<file path="config.mk">
export PLATFORM = sky130hd
export DESIGN_NAME = info_uart_rx
export DESIGN_NICKNAME = d
export VERILOG_FILES = /design/src/rtl/info_uart_pkg.sv /design/src/rtl/uart_rx_byte.sv /design/src/rtl/info_uart_rx.sv
export SDC_FILE = /design/constraint.sdc
export NUM_CORES = 1
export LEC_CHECK = 0
export ABC_AREA = 1
export CORE_MARGIN = 5
export CORE_UTILIZATION = 40
export CTS_BUF_LIST = sky130_fd_sc_hd__clkbuf_8 sky130_fd_sc_hd__clkbuf_16
export DETAILED_ROUTE_END_ITERATION = 8
export GPL_ROUTABILITY_DRIVEN = 1
export GPL_TIMING_DRIVEN = 0
export HOLD_SLACK_MARGIN = 0.08
export PLACE_DENSITY = 0.61
export SETUP_SLACK_MARGIN = 0.15
export SYNTH_ARGS = -nofsm -noshare
export SYNTH_HDL_FRONTEND = slang
export SYNTH_SLANG_ARGS = --single-unit
</file>
<file path="constraint.sdc">
create_clock -name clk -period 4.2 [get_ports clk]
set_input_delay 0.63 -clock clk [delete_from_list [all_inputs] [get_ports clk]]
set_output_delay 0.63 -clock clk [all_outputs]
set_load 0.05 [all_outputs]
</file>
<file path="src/rtl/info_uart_pkg.sv">
// info_uart_pkg: ASCII constants, FSM state types and character classifiers shared by the info UART paths.
package info_uart_pkg;
  localparam logic [7:0] ASCII_0    = 8'h30;
  localparam logic [7:0] ASCII_9    = 8'h39;
  localparam logic [7:0] ASCII_SP   = 8'h20;
  localparam logic [7:0] ASCII_CR   = 8'h0D;
  localparam logic [7:0] ASCII_LF   = 8'h0A;
  localparam logic [7:0] ASCII_STAR = 8'h2A;
  typedef enum logic [1:0] {B_IDLE, B_START, B_DATA, B_STOP} byte_state_t;
  typedef enum logic [1:0] {P_SEP, P_NUM, P_DISC} parse_state_t;
  function automatic logic is_digit(input logic [7:0] c);
    return c >= ASCII_0 && c <= ASCII_9;
  endfunction
  function automatic logic is_sep(input logic [7:0] c);
    return c == ASCII_SP || c == ASCII_CR || c == ASCII_LF;
  endfunction
endpackage

</file>
<file path="src/rtl/uart_rx_byte.sv">
// uart_rx_byte: 8N1 byte receiver with 2-flop input synchroniser and mid-bit sampling.
module uart_rx_byte #(
  parameter int CLKS_PER_BIT = 868
) (
  input  logic       clk,
  input  logic       rst,
  input  logic       rx,
  output logic [7:0] rxByte,
  output logic       byteValid,
  output logic       frameErr,
  output logic       rxBusy
);
  import info_uart_pkg::*;
  localparam int CW = $clog2(CLKS_PER_BIT);
  localparam logic [CW-1:0] LAST = CW'(CLKS_PER_BIT - 1);
  localparam logic [CW-1:0] HALF = CW'(CLKS_PER_BIT / 2 - 1);
  byte_state_t   r_state;
  logic [1:0]    r_sync;
  logic [CW-1:0] r_cnt;
  logic [2:0]    r_bit;
  logic          w_rx;
  assign w_rx = r_sync[1];
  always_ff @(posedge clk) begin
    if (rst) begin
      r_sync    <= 2'b11;
      r_state   <= B_IDLE;
      r_cnt     <= '0;
      r_bit     <= '0;
      rxByte    <= '0;
      byteValid <= 1'b0;
      frameErr  <= 1'b0;
      rxBusy    <= 1'b0;
    end else begin
      r_sync    <= {r_sync[0], rx};
      byteValid <= 1'b0;
      frameErr  <= 1'b0;
      r_cnt     <= r_cnt + 1'b1;
      case (r_state)
        B_IDLE: begin
          r_cnt <= '0;
          if (!w_rx) begin
            r_state <= B_START;
            rxBusy  <= 1'b1;
          end
        end
        B_START: if (r_cnt == HALF) begin
          r_cnt   <= '0;
          r_bit   <= '0;
          r_state <= w_rx ? B_IDLE : B_DATA;
          rxBusy  <= !w_rx;
        end
        B_DATA: if (r_cnt == LAST) begin
          r_cnt  <= '0;
          rxByte <= {w_rx, rxByte[7:1]};
          r_bit  <= r_bit + 1'b1;
          if (r_bit == 3'd7) r_state <= B_STOP;
        end
        default: if (r_cnt == LAST) begin
          r_state   <= B_IDLE;
          rxBusy    <= 1'b0;
          byteValid <= w_rx;
          frameErr  <= !w_rx;
        end
      endcase
    end
  end
endmodule

</file>
<file path="src/rtl/info_uart_rx.sv">
// info_uart_rx: UART receiver that parses whitespace-separated ASCII decimal tokens into 8-bit values.
module info_uart_rx #(
  parameter int CLK_FREQ   = 100000000,
  parameter int BAUD       = 115200,
  parameter int MAX_DIGITS = 3
) (
  input  logic       clk,
  input  logic       uartRxRst,
  input  logic       uartRx,
  input  logic       rxClear,
  output logic [7:0] numData,
  output logic       numValid,
  output logic [7:0] numCount,
  output logic       ovfErr,
  output logic       charErr,
  output logic       frameErr,
  output logic       rxBusy
);
  import info_uart_pkg::*;
  localparam int NW = $clog2(MAX_DIGITS + 2);
  parse_state_t r_state;
  logic [11:0]  r_acc;
  logic [NW-1:0] r_nd;
  logic [7:0]   w_byte;
  logic         w_byte_valid;
  logic [11:0]  w_next;
  logic         w_ovf;
  uart_rx_byte #(.CLKS_PER_BIT(CLK_FREQ / BAUD)) u_byte (
    .clk(clk), .rst(uartRxRst), .rx(uartRx), .rxByte(w_byte),
    .byteValid(w_byte_valid), .frameErr(frameErr), .rxBusy(rxBusy)
  );
  // 12 bits hold 255*10+9 without wrapping, so the >255 test is exact
  assign w_next = r_acc * 12'd10 + {8'd0, w_byte[3:0]};
  assign w_ovf  = w_next > 12'd255 || int'(r_nd) >= MAX_DIGITS;
  always_ff @(posedge clk) begin
    if (uartRxRst) begin
      r_state  <= P_SEP;
      r_acc    <= '0;
      r_nd     <= '0;
      numData  <= '0;
      numValid <= 1'b0;
      numCount <= '0;
      ovfErr   <= 1'b0;
      charErr  <= 1'b0;
    end else begin
      numValid <= 1'b0;
      ovfErr   <= 1'b0;
      charErr  <= 1'b0;
      if (rxClear) begin
        r_state  <= P_SEP;
        r_acc    <= '0;
        r_nd     <= '0;
        numCount <= '0;
      end else if (w_byte_valid) begin
        case (r_state)
          P_SEP: if (is_digit(w_byte)) begin
            r_acc   <= {8'd0, w_byte[3:0]};
            r_nd    <= NW'(1);
            r_state <= P_NUM;
          end else if (!is_sep(w_byte)) begin
            charErr <= 1'b1;
            r_state <= P_DISC;
          end
          P_NUM: if (is_digit(w_byte)) begin
            r_acc   <= w_next;
            r_nd    <= r_nd + 1'b1;
            ovfErr  <= w_ovf;
            r_state <= w_ovf ? P_DISC : P_NUM;
          end else if (is_sep(w_byte)) begin
            numValid <= 1'b1;
            numData  <= r_acc[7:0];
            numCount <= numCount + 1'b1;
            r_state  <= P_SEP;
          end else begin
            charErr <= 1'b1;
            r_state <= P_DISC;
          end
          default: if (is_sep(w_byte)) r_state <= P_SEP;
        endcase
      end
    end
  end
endmodule
</file>
---- Yosys cells after proc, flatten, opt, wreduce, memory -nomap -nowiden ----
Cells that the tools add are included.
storage, ports and cells
  word-level logic and storage cells ...... 106
  RAM bits ................................ 0
  input bits .............................. 4
  bits in registers ....................... 64
  latch bits .............................. 0
  memories ................................ 0
  output and inout port bits .............. 21
  memory bits (read-only) ................. 0
cells by class
  add/subtract/negate cells ............... 5
  muxes and demuxes ....................... 32
  bitwise operators ....................... 7
  reduce and logical (&&, ||, !) cells .... 25
  shifts and indexed selects .............. 0
  divide/modulo/power cells ............... 0
  equality and inequality tests ........... 16
  $mul .................................... 1
  $lt $le $gt $ge ......................... 4
operators by type and width
  operator                                                                          number
  10-bit case mux with 3 select lines                                               1
  12-bit 2-to-1 mux                                                                 2
  2-bit 2-to-1 mux                                                                  12
  12-bit case mux with 2 select lines                                               1
  10-bit 2-to-1 mux                                                                 2
  5-bit OR reduction                                                                4
  8-bit by 4-bit == test with 1-bit output, second input constant                   2
  12-bit by 4-bit adder with 12-bit output                                          1
  12-bit by 8-bit greater-than comparator with 1-bit output, second input constant  1
  12-bit by 3-bit multiplier with 11-bit output, second input constant              1
  3-bit 2-to-1 mux                                                                  4
  3-bit case mux with 2 select lines                                                2
  4-bit AND reduction                                                               3
  10-bit by 1-bit adder with 10-bit output, second input constant                   1
  10-bit == test, second input constant                                             1
  10-bit by 9-bit == test with 1-bit output, second input constant                  1
  5-bit AND reduction                                                               2
  8-bit by 1-bit adder with 8-bit output, second input constant                     1
  8-bit by 6-bit == test with 1-bit output, second input constant                   1
  8-bit by 6-bit >= comparator with 1-bit output, second input constant             1
  8-bit by 6-bit <= comparator with 1-bit output, second input constant             1
  1-bit inverter                                                                    7
  3-bit by 1-bit adder with 3-bit output, second input constant                     2
  2-bit by 1-bit != test with 1-bit output, second input constant                   3
  other kinds (19)                                                                  33

---- Longest topological paths before layout ----
Gate-level depths: netlist of the first run.
  depth after elaboration ................. 7
  depth in mapped cells ................... 18
  gate-level depth less buffers ........... 17

---- By module ----
From an unflattened synthesis of the first run, not the netlist that was laid out.
second synthesis, totals
  cell total of the unflattened synthesis .. 525
  area total of the unflattened synthesis .. 3704.8 sq um
by module, submodules not included
  module        times used  area each (sq um)  cells each  seq. area each (sq um)
  info_uart_rx  1           2321.0             336         700.7
  uart_rx_byte  1           1383.8             189         560.5

---- Worst setup path before layout of the first run ----
Ideal clock, no wire load.
  path kind ............................... reg-to-reg
  from .................................... register r_acc[1]
  to ...................................... register r_state[0]
  buffers on the path ..................... 0
  setup slack ............................. 1.690 ns
  stages on the path, launching flop included .. 17
  data arrival time ....................... 2.378 ns
  cells stage by stage .................... dfxtp_1 -> ha_1 -> ha_1 -> fa_1 -> nand2_1 -> nor2_1 -> nand2_1 -> nand2_1 -> inv_1 -> nor2_1 -> nand3_1 -> nand2_1 -> nand2_1 -> nand3_1 -> nand2_1 -> nand2_1 -> a21oi_1
between the ends
  longest elaborated chain between the ends .. 7
RTL lines
  item                                                       line                source
  start: declaration                                         info_uart_rx.sv:22  logic [11:0] r_acc;
  start signal: assignment                                   info_uart_rx.sv:57  r_acc <= {8'd0, w_byte[3:0]};
  start signal: assignment                                   info_uart_rx.sv:65  r_acc <= w_next;
  12-bit by 3-bit multiplier with 11-bit output              info_uart_rx.sv:33  assign w_next = r_acc * 12'd10 + {8'd0, w_byte[3:0]};
  12-bit by 4-bit adder with 12-bit output                   info_uart_rx.sv:33
  12-bit by 8-bit greater-than comparator with 1-bit output  info_uart_rx.sv:34  assign w_ovf = w_next > 12'd255 || int'(r_nd) >= MAX_DIGITS;
  1-bit logical OR                                           info_uart_rx.sv:34
  2-bit 2-to-1 mux                                           info_uart_rx.sv:68  r_state <= w_ovf ? P_DISC : P_NUM;
  2-bit 2-to-1 mux                                           info_uart_rx.sv:64  P_NUM: if (is_digit(w_byte)) begin
  2-bit case mux with 2 select lines                         info_uart_rx.sv:55  case (r_state)
  end signal: assignment                                     info_uart_rx.sv:68
  end: declaration                                           info_uart_rx.sv:21  parse_state_t r_state;
Every way passes these cells.
A chain may end at the register's enable or synchronous reset.

---- Worst setup path in the final report of the first run ----
Ends and elaborated chain as after synthesis.

==> results of run 1 <==
[per-layer routing]
layer	global-route usage, %	share of wire (%)	vias up
li1	-	-	1681
met1	17.78	47	1423
met2	25.46	50	25
met3	2.855	1.7	10
met4	5.458	1.5	0
met5	0	0	-
[area by class of cell]
type / count / area share, %
multi-input cells: 351 / 47.93
flip-flops and latches: 63 / 30.73
inverters: 65 / 5.976
repair buffers: 23 / 5.610
clock buffers: 12 / 4.024
well taps: 108 / 3.293
plain buffers: 10 / 1.372
clock inverters: 4 / 1.067
[cells in the final DEF, fill, tap and decap left out, drive strengths merged]
cell type        n
nor4             3
xnor2            3
nand2          109
dfxtp           63
a21o             1
clkbuf          19
ha              29
nand3           33
clkdlybuf4s50   23
clkinv           5
inv             63
nand4           12
a31oi            4
fa               2
nor3             8
o21bai           1
a21oi           52
o31ai            1
buf              3
nor2            42
bufinv           1
or2              7
a211oi           3
o21ai           31
o21a             1
xor2             6
nand3b           3
[worst max-delay path, delay by kind of cell (launching register included)]
family          cells  cell delay (ns)
fa+ha+maj           3             1.07
compound gates      1             0.12
simple gates        9             0.87
xor+xnor            1             0.32
flops               1             0.47
[power groups by stage]
stage / clock network [mW] / registers, mW / logic, mW
2_1_floorplan: 0 / 0.639 / 0.0693
3_3_place_gp: 0 / 0.630 / 0.102
3_5_place_dp: 0 / 0.630 / 0.104
4_1_cts: 0.557 / 0.617 / 0.104
5_1_grt: 0.591 / 0.618 / 0.119
6_report: 0.539 / 0.617 / 0.104
[synth_stat cells, types with 3 or more instances]
library cell / number
sky130_fd_sc_hd__a21oi_1: 50
sky130_fd_sc_hd__a31oi_1: 4
sky130_fd_sc_hd__clkbuf_1: 7
sky130_fd_sc_hd__dfxtp_1: 63
sky130_fd_sc_hd__ha_1: 29
sky130_fd_sc_hd__inv_1: 58
sky130_fd_sc_hd__inv_2: 4
sky130_fd_sc_hd__nand2_1: 108
sky130_fd_sc_hd__nand3_1: 32
sky130_fd_sc_hd__nand3b_1: 3
sky130_fd_sc_hd__nand4_1: 12
sky130_fd_sc_hd__nor2_1: 40
sky130_fd_sc_hd__nor3_1: 7
sky130_fd_sc_hd__nor4_1: 3
sky130_fd_sc_hd__o21ai_0: 27
sky130_fd_sc_hd__o21ai_2: 3
sky130_fd_sc_hd__or2_2: 6
sky130_fd_sc_hd__xnor2_1: 3
sky130_fd_sc_hd__xor2_1: 6
[sequential cells by signal, indices dropped and copies added (netlist names), 2 cells and up]
name,cells
numCount,8
numData,8
r_acc,11
r_nd,3
r_state,2
u_byte.r_bit,3
u_byte.r_cnt,10
u_byte.r_state,2
u_byte.r_sync,2
u_byte.rxByte,8
[cell families after synthesis]
| logic type | count (synthesis) |
|---|---|
| and+or+nand+nor | 217 |
| adders and majority gates | 31 |
| AOI/OAI and AO/OA | 94 |
| buffers and inverters | 75 |
| xor gates and xnor gates | 9 |
| DFF | 63 |
[per-stage QoR]
stage / cells / utilization (%) / worst slack (ns)
final: 636 / 47.29 / 1.290
after global routing: 636 / 47.29 / 0.9878
after CTS: 636 / 47.29 / 1.300
after detailed placement: 620 / 44.88 / 1.333
after global placement: 620 / 44.88 / 1.372
after floorplan: 489 / - / 1.690
[how the worst max path moves through the flow]
stage	startpoint	to	slack [ns]	cells past startpoint
after floorplan	r_acc[1]	r_state[0]	1.69	16
after global placement	r_acc[1]	r_state[0]	1.37	14
after detailed placement	r_acc[1]	r_state[0]	1.33	14
after CTS	r_acc[1]	r_state[0]	1.30	14
after global routing	r_acc[1]	r_state[0]	0.99	14
final	r_acc[1]	r_state[0]	1.29	14
==> out/qor.log, run 1 <==
[status] result of the run finished clean
[route] Total Wirelength 7.413 mm
[pwr] fraction of power consumed by the clock network 42.8%
[floorplanning] area of the die 0.01080 mm^2
[floorplanning] die width 103.9 um
[sta] Fin Setup TNS 0 ns
[clock_network] clock buffer depth 2
[layout] Ant. Diodes 0
[clock_network] Worst-Skew Late Latency 0.33 ns
[floorplanning] initial cell density of the core 40.67%
[sta] setup repair after global routing missed its margin false
[synth] area share of xor/xnor cells in the synthesized design 2.233%
[layout] FILL cells 907
[flow_run] number of max-cap violations 0
[synth] main combinational cell family by area after synthesis simple AND/OR/NAND/NOR gates
[route] DR DRC count 0
[global_route] total congestion overflow 0
[worst_hold_path] class of the worst hold path reg2reg
[clock_network] number of levels in the clock H-tree 3
[place] cell area after placement 0.003895 mm^2
[pwr] Net Switching 0.2966 mW
[synth] top area cells in the synthesized netlist sky130_fd_sc_hd__dfxtp_1 36%, sky130_fd_sc_hd__nand2_1 11%, sky130_fd_sc_hd__ha_1 10%
[clock_network] TritonCTS clock tree built
[layout] net count reported at finish 558
[sta] count of endpoints failing setup in the final report 0
[floorplanning] Die Span Y 103.9 um
[critical_path] Cell Chain, Critical Path ha_1 -> ha_1 -> fa_1 -> xor2_1 -> nand3_1 -> nor2_1 -> nand2_1 -> nand2_1 -> nand2_1 -> nor2_1 -> nand3_1 -> nand2_1 -> nand2_1 -> a21oi_1
[synth] post-synthesis cell area 0.003530 mm^2
[synth] count of yosys warnings during synthesis 0
[sta] final critical-path share of the clock period 69.30%
[layout] area growth from synthesis to final layout 16.27%
[pwr] power density cells 307.0 mW/mm^2
[synth] area share of the largest cell type after synthesis 35.73%
[critical_path] worst flop-to-flop path startpoint r_acc[1]
[floorplanning] Rows 34
[sta] setup clock skew after layout 0.004207 ns
[synth] Post-synth ARST share 0%
[clock_network] Clk pin slew, worst setup/hold paths 0.07 ns
[critical_path] data arrival time of the critical path 3.17 ns
[synth] Seq cells post-synth 63
[sta] Slew Limit Fails 0
[synth] library cell with the largest summed area after synthesis sky130_fd_sc_hd__dfxtp_1
[layout] layout cells sized above 1 7.576%
[global_route] maximum number of pins on one net before global-route repair 11
[synth] number of flops mapped to enable cells by yosys 0
[global_route] number of global-route vias before repair 3002
[route] drt first-iter violations 115
[route] vias 3139
[pwr] Sw Ratio 23.54%
[pwr] total power 1.260 mW
[worst_hold_path] Hold Path Depth 1
[layout] finished layout cell area 0.004104 mm^2
[critical_path] kind of capture point of the worst setup path register
[worst_hold_path] min-delay src u_byte.r_sync[0]
[pwr] Reg power frac 49.0%
[synth] multiplexer share of the synthesized area 0%
[layout] area taken by flip-flops and latches 0.001261 mm^2
[synth] post-synthesis share of cell area spent on full adders, half adders and majority gates 11.41%
[layout] area of combinational cells with multiple inputs 0.001967 mm^2
[sta] highest attainable clock frequency 0.3436 GHz
[clock_network] CTS Root Buffer Type sky130_fd_sc_hd__clkbuf_8
[pwr] worst voltage drop across the vdd grid 0.0002051 V
[critical_path] kind of critical path reg2reg
[critical_path] endpoint required time on the critical path 4.46 ns
[worst_hold_path] hold path endpoint u_byte.r_sync[1]
[sta] pin slew with the least headroom to its limit 0.5037 ns
[sta] worst-case headroom to the max-slew limit 66.32%
[clock_network] post-cts repair resize count 0
[critical_path] stage delay of the slowest cell on the critical path 0.53 ns
[clock_network] CTS sink count 63
[critical_path] element type at the critical path start register
[critical_path] depth of the most critical reg-to-reg path 14
[synth] unique cell type count in the Yosys netlist 38
[synth] flip-flop cell with the highest count after synthesis sky130_fd_sc_hd__dfxtp_1
[clock_network] post-CTS setup buffer count 0
[route] routed via count divided by cell count 4.936
[floorplanning] area inside the core boundary 0.008678 mm^2
[synth] register area share after synthesis 35.73%
[synth] post-synthesis cell count 489
[pwr] Comb pwr share 8.2%
[critical_path] critical path's most frequent cell sky130_fd_sc_hd__nand2_1
[critical_path] standard cell with the maximum stage delay on the critical path sky130_fd_sc_hd__fa_1
[route] routed wirelength normalized by instance count 11.66 um
[sta] final worst path period need 2.910 ns
[synth] per-instance average area after synthesis 7.218 um^2
[global_route] antenna violations before repair 0
[place] count of input and output buffers 23
[critical_path] Register-to-Register Setup Slack 1.29 ns
[place] gpl congestion 0.8295
[pwr] internal power 0.9633 mW
[critical_path] Critical Path Fanout Max 5
[critical_path] FF-to-FF End r_state[0]
[floorplanning] I/O pin count 25
[sta] final hold viol count 0
[global_route] global-route wire length before repair 13.30 mm
[sta] worst hold slack 0.4107 ns
[synth] Compound-Gate Fraction of Synth Area 14.64%
[route] count of TritonRoute iterations in the first routing pass 4
[pwr] reported leakage power 1.751 nW
[synth] fraction of the mapped netlist area in simple logic gates 27.44%
[global_route] Overall Global Routing Usage 14.63%
[clock_network] CTS Buf Count 9
[synth] synthesized net count 524
[clock_network] hold-fix buffer count after cts 0
[route] Antenna Violating Nets Remaining 0
[place] post-detail-place hpwl 5.827 mm
Power figures use the tool's default switching activity.
==> run 2, diff against run 1 <==
PLACE_DENSITY = 0.63   (was 0.61)
clock period = 2.4 ns   (was 4.2 ns; I/O delays follow)
==> run 2 against run 1 <==
Against the previous run: the flow now finishes with violations (negative setup slack); maximum frequency is 16% higher; clock power is 45% higher; global-route usage rose by 0.27 points; critical path depth is 1 lower; register-to-register slack worse by 1.4 ns; via count increased by 3.9%; clock-buffer cell count fell by 1; power increased by 62%; die area stayed put; largest cell class unchanged; largest power group unchanged.
==> out/qor.log, run 2 (synthesis results as in run 1) <==
[worst_hold_path] Hold Path Depth 1
[global_route] antenna violations before repair 0
[status] result of the run complete, but fails checks
[route] DR DRC count 0
[sta] setup ws final -0.1049 ns
[place] count of input and output buffers 23
[global_route] global-route wire length before repair 13.66 mm
[place] gpl congestion 0.8057
[sta] highest attainable clock frequency 0.3992 GHz
[critical_path] endpoint required time on the critical path 2.61 ns
[pwr] power density cells 483.5 mW/mm^2
[floorplanning] area of the die 0.01080 mm^2
[route] vias 3261
[layout] finished layout cell area 0.004229 mm^2
[critical_path] Cell Chain, Critical Path ha_4 -> ha_4 -> fa_2 -> buf_4 -> nand3_1 -> nor2_1 -> nand2_1 -> nand2_1 -> nand2_1 -> nor2_2 -> nand4_1 -> nand2_1 -> a21oi_2
[clock_network] CTS Root Buffer Type sky130_fd_sc_hd__clkbuf_8
[critical_path] worst flop-to-flop path startpoint r_acc[3]
[route] count of TritonRoute iterations in the first routing pass 4
[layout] number of standard cells in the final layout excluding fillers 640
[pwr] reported leakage power 1.768 nW
[floorplanning] Die Span Y 103.9 um
[floorplanning] initial cell density of the core 40.67%
[route] routed wirelength normalized by instance count 11.94 um
[pwr] worst voltage drop across the vdd grid 0.0003320 V
[sta] final critical-path share of the clock period 104.4%
[sta] pin slew with the least headroom to its limit 0.5666 ns
[place] pre-CTS setup slack -0.09575 ns
[route] drt first-iter violations 193
[route] routed via count divided by cell count 5.095
[floorplanning] die width 103.9 um
[sta] Slew Limit Fails 0
[critical_path] start point of the critical path r_acc[3]
[layout] top flop regs r_acc: 11 flops, u_byte.r_cnt: 10 flops
[place] cell area after placement 0.003938 mm^2
[flow_run] number of max-cap violations 0
[worst_hold_path] hold path endpoint u_byte.r_sync[1]
[global_route] Overall Global Routing Usage 14.90%
[clock_network] CTS sink count 63
[route] Total Wirelength 7.644 mm
[layout] flip-flop count of the largest register after layout 11
[floorplanning] Rows 34
[sta] setup repair after global routing missed its margin true
[pwr] total power 2.045 mW
[critical_path] element type at the critical path start register
[critical_path] stage delay of the slowest cell on the critical path 0.60 ns
[layout] FILL cells 895
[critical_path] Register-to-Register Setup Slack -0.10 ns
[clock_network] number of levels in the clock H-tree 3
[layout] net count reported at finish 564
[place] DP Cell Count 620
[layout] layout cells sized above 1 13.91%
[worst_hold_path] class of the worst hold path reg2reg
[critical_path] standard cell with the maximum stage delay on the critical path sky130_fd_sc_hd__fa_2
[critical_path] Critical Path Fanout Max 3
[sta] worst-case headroom to the max-slew limit 62.23%
[clock_network] Clk pin slew, worst setup/hold paths 0.06 ns
[layout] most common cell after layout, fill and taps aside sky130_fd_sc_hd__nand2_1
[layout] post-layout util 48.73%
[clock_network] TritonCTS clock tree built
[critical_path] data arrival time of the critical path 2.72 ns
[route] Antenna Violating Nets Remaining 0
[critical_path] kind of capture point of the worst setup path register
[critical_path] critical path's most frequent cell sky130_fd_sc_hd__nand2_1
[global_route] maximum number of pins on one net before global-route repair 11
[layout] largest register by flop count r_acc
[clock_network] clock buffer depth 2
[sta] worst hold slack 0.4122 ns
[global_route] total congestion overflow 0
[layout] area growth from synthesis to final layout 19.82%
[floorplanning] I/O pin count 25
[sta] final hold viol count 0
[global_route] number of global-route vias before repair 3109
[sta] Fin Setup TNS -0.2110 ns
[floorplanning] area inside the core boundary 0.008678 mm^2
[critical_path] depth of the most critical reg-to-reg path 13
[critical_path] FF-to-FF End r_state[1]
[sta] setup clock skew after layout 0.006728 ns
[layout] Ant. Diodes 0
[place] post-detail-place hpwl 5.844 mm
[layout] commonest cells after routing, fill and taps aside 103 x sky130_fd_sc_hd__nand2_1, 57 x sky130_fd_sc_hd__inv_1, 57 x sky130_fd_sc_hd__dfxtp_1, 45 x sky130_fd_sc_hd__a21oi_1, 37 x sky130_fd_sc_hd__nor2_1
[sta] count of endpoints failing setup in the final report 3
[status] violated checks negative setup slack
[sta] final worst path period need 2.505 ns
[worst_hold_path] min-delay src u_byte.r_sync[0]
[critical_path] kind of critical path reg2reg
[clock_network] Worst-Skew Late Latency 0.33 ns
[clock_network] CTS Buf Count 9
## run 2: worst max-delay path, delay by kind of cell (launching register included)
| kind | cells | cell delay (ns) |
|---|---|---|
| adders and majority gates | 3 | 1.00 |
| AOI/OAI and AO/OA | 1 | 0.06 |
| buffers and inverters | 1 | 0.12 |
| DFF | 1 | 0.36 |
| and+or+nand+nor | 8 | 0.84 |
## run 2: worst max-delay path by stage
stage | to | slack (ns) | cells past startpoint
after CTS | r_state[0] | -0.05 | 15
after floorplan | r_state[0] | 0.14 | 16
after global routing | r_state[0] | -0.25 | 15
final | r_state[1] | -0.10 | 13
after global placement | r_state[0] | -0.08 | 16
after detailed placement | r_state[1] | -0.1 | 15
## run 2: power breakdown
part / switching, mW / total [mW] / internal, mW
clock network: 0.370 / 0.780 / 0.410
logic: 0.123 / 0.187 / 0.0637
registers: 0.0146 / 1.08 / 1.06
## run 2: final cells by class
type                            instances  area (um^2)  area share [%]
Multi-Input combinational cell        351         2079           49.17
Inverter                               65        245.2           5.799
Clock inverter                          3        12.51          0.2959
Tap cell                              108        135.1           3.195
Timing Repair Buffer                   29        275.3           6.509
Clock buffer                           11        151.4           3.580
Buffer                                 10        56.30           1.331
Sequential cell                        63         1274           30.12
## run 2: repair_timing
action	in CTS	in global routing
pin swaps	2	14
hold buffers	0	0
gates resized for setup	7	21
setup endpoints to repair	5	6
hold endpoints to repair	0	0
buffers inserted	3	3
## run 2: routing by layer
| layer | global-route usage [%] | vias to the layer above | routed length [um] |
|---|---|---|---|
| met5 | 0 | - | 0 |
| met4 | 4.810 | 0 | 106 |
| met3 | 3.166 | 10 | 275 |
| met2 | 26.41 | 51 | 3835 |
| met1 | 17.84 | 1505 | 3427 |
| li1 | - | 1695 | - |
==> run 3, diff against run 2 <==
RECOVER_POWER = 50   (was default)
TNS_END_PERCENT = 1   (was default)
==> run 3 against run 2 <==
Against the previous run: the flow still finishes with violations (negative setup slack); critical path depth rose by 1; routed wire length decreased by 0.94%; core utilization is 0.46 points lower; register-to-register slack barely moved; clock skew hardly changed; global-route usage shrank 0.12 points; power is 0.21% lower; sequential cell count did not move; critical path type unchanged; largest power group unchanged.
==> out/qor.log, run 3 (synthesis results as in run 1) <==
[status] result of the run complete, but fails checks
[status] violated checks negative setup slack
[pwr] worst voltage drop across the vdd grid 0.0003309 V
[sta] Slew Limit Fails 0
[worst_hold_path] class of the worst hold path reg2reg
[floorplanning] Rows 34
[global_route] Overall Global Routing Usage 14.78%
[clock_network] Clk pin slew, worst setup/hold paths 0.06 ns
[sta] count of endpoints failing setup in the final report 3
[place] post-detail-place hpwl 5.844 mm
[clock_network] CTS Buf Count 9
[flow_run] number of max-cap violations 0
[route] drt first-iter violations 210
[critical_path] endpoint required time on the critical path 2.61 ns
[layout] largest register by flop count r_acc
[global_route] global-route wire length before repair 13.58 mm
[critical_path] Levels on crit path 14
[critical_path] capture point of the worst path r_state[1]
[layout] top flop regs r_acc: 11 flops, u_byte.r_cnt: 10 flops
[place] cell area after placement 0.003938 mm^2
[critical_path] depth of the most critical reg-to-reg path 14
[layout] number of standard cells in the final layout excluding fillers 637
[layout] net count reported at finish 561
[layout] commonest cells after routing, fill and taps aside 105 x sky130_fd_sc_hd__nand2_1, 58 x sky130_fd_sc_hd__inv_1, 58 x sky130_fd_sc_hd__dfxtp_1, 45 x sky130_fd_sc_hd__a21oi_1, 37 x sky130_fd_sc_hd__nor2_1
[clock_network] TritonCTS clock tree built
[sta] setup repair after global routing missed its margin true
[layout] flip-flop count of the largest register after layout 11
[sta] highest attainable clock frequency 0.3975 GHz
[global_route] maximum number of pins on one net before global-route repair 11
[layout] most common cell after layout, fill and taps aside sky130_fd_sc_hd__nand2_1
[critical_path] element type at the critical path start register
[route] Total Wirelength 7.572 mm
[sta] final critical-path share of the clock period 104.8%
[critical_path] Cell Chain, Critical Path ha_4 -> ha_4 -> fa_2 -> nand2_2 -> nor2_1 -> nand2_1 -> nand2_2 -> nand4_1 -> nand2_1 -> nand3_2 -> nor2_2 -> nand4_1 -> nand2_1 -> a21oi_2
[floorplanning] area inside the core boundary 0.008678 mm^2
[floorplanning] initial cell density of the core 40.67%
[layout] finished layout cell area 0.004189 mm^2
[floorplanning] Die Span Y 103.9 um
[critical_path] kind of critical path reg2reg
[route] Antenna Violating Nets Remaining 0
[critical_path] worst flop-to-flop path startpoint r_acc[3]
[route] DR DRC count 0
[place] pre-CTS setup slack -0.09575 ns
[critical_path] kind of capture point of the worst setup path register
[critical_path] Register-to-Register Setup Slack -0.12 ns
[route] routed via count divided by cell count 5.066
[critical_path] standard cell with the maximum stage delay on the critical path sky130_fd_sc_hd__fa_2
[sta] final worst path period need 2.516 ns
[floorplanning] I/O pin count 25
[sta] setup clock skew after layout 0.006585 ns
[critical_path] data arrival time of the critical path 2.73 ns
[layout] post-layout util 48.27%
[clock_network] CTS sink count 63
[route] vias 3227
[critical_path] category of cells accounting for the largest share of critical-path delay adder cells
[sta] worst hold slack 0.4123 ns
[place] gpl congestion 0.8057
[sta] worst-case headroom to the max-slew limit 52.01%
[layout] layout cells sized above 1 12.48%
[clock_network] number of levels in the clock H-tree 3
[floorplanning] die width 103.9 um
[layout] area growth from synthesis to final layout 18.68%
[route] routed wirelength normalized by instance count 11.89 um
[critical_path] stage delay of the slowest cell on the critical path 0.60 ns
[sta] setup ws final -0.1160 ns
[critical_path] Critical Path Fanout Max 4
[pwr] reported leakage power 1.774 nW
[route] count of TritonRoute iterations in the first routing pass 4
[global_route] total congestion overflow 0
[place] DP Cell Count 620
[critical_path] critical path's most frequent cell sky130_fd_sc_hd__nand2_1
[sta] pin slew with the least headroom to its limit 0.7144 ns
[critical_path] start point of the critical path r_acc[3]
[global_route] number of global-route vias before repair 3089
[layout] Ant. Diodes 0
[floorplanning] area of the die 0.01080 mm^2
[clock_network] CTS Root Buffer Type sky130_fd_sc_hd__clkbuf_8
[sta] final hold viol count 0
[global_route] antenna violations before repair 0
[clock_network] clock buffer depth 2
[critical_path] FF-to-FF End r_state[1]
[critical_path] CP Buf/Inv Count 0
[pwr] power density cells 487.1 mW/mm^2
[clock_network] Worst-Skew Late Latency 0.33 ns
[place] count of input and output buffers 23
run 3: cell types whose count changed in the layout (fill, tap and decap cells not counted), moves of 2 or more:
cell	delta
sky130_fd_sc_hd__dlygate4sd3_1	+15
sky130_fd_sc_hd__nand2_2	-2
sky130_fd_sc_hd__buf_4	-3
sky130_fd_sc_hd__o21ai_1	-2
sky130_fd_sc_hd__clkdlybuf4s50_1	-15
sky130_fd_sc_hd__nand2_1	+2
sky130_fd_sc_hd__o21ai_0	+2
run 3: cell type report:
class	instances	area (um^2)
buffer	10	56.30
clock buffer	11	151.4
clock inverter	3	12.51
fill	901	4489
inverter	65	245.2
multi-input combinational	351	2063
sequential	63	1272
tap	108	135.1
timing repair buffer	26	252.7
run 3: timing repair:
item,CTS,global route
cloned,0,0
pin swaps,4,14
endpoints found under the setup margin,5,7
buffers inserted,0,3
hold buffers,0,0
gates resized for setup,6,19
run 3: how the worst min path moves through the flow:
stage | endpoint | startpoint | slack, ns | cells past startpoint
2_1_floorplan | u_byte.r_sync[1] | u_byte.r_sync[0] | 0.39 | 1
3_3_place_gp | u_byte.r_sync[1] | u_byte.r_sync[0] | 0.39 | 1
3_5_place_dp | u_byte.r_sync[1] | u_byte.r_sync[0] | 0.40 | 1
4_1_cts | u_byte.r_sync[1] | u_byte.r_sync[0] | 0.42 | 1
5_1_grt | u_byte.r_sync[1] | u_byte.r_sync[0] | 0.43 | 1
6_report | u_byte.r_sync[1] | u_byte.r_sync[0] | 0.41 | 1
run 3: per-stage QoR:
step | power [mW] | TNS [ns]
finish | 2.041 | -0.2227
global route | 2.147 | -0.7480
CTS | 2.072 | -0.1346
detailed placement | 1.289 | -0.2298
global placement | 1.279 | -0.1549
floorplan | 1.238 | 0
run 3: per-layer routing:
layer | GRT usage, % | vias to the layer above | wire length (um)
li1 | - | 1689 | -
met1 | 17.73 | 1496 | 3487
met2 | 26.14 | 34 | 3778
met3 | 3.166 | 8 | 219
met4 | 4.810 | 0 | 87
met5 | 0 | - | 0
run 3: where the power goes:
group | total (mW) | switching [mW] | internal (mW)
sequential | 1.08 | 0.0143 | 1.06
clock | 0.778 | 0.368 | 0.410
combinational | 0.185 | 0.124 | 0.0613
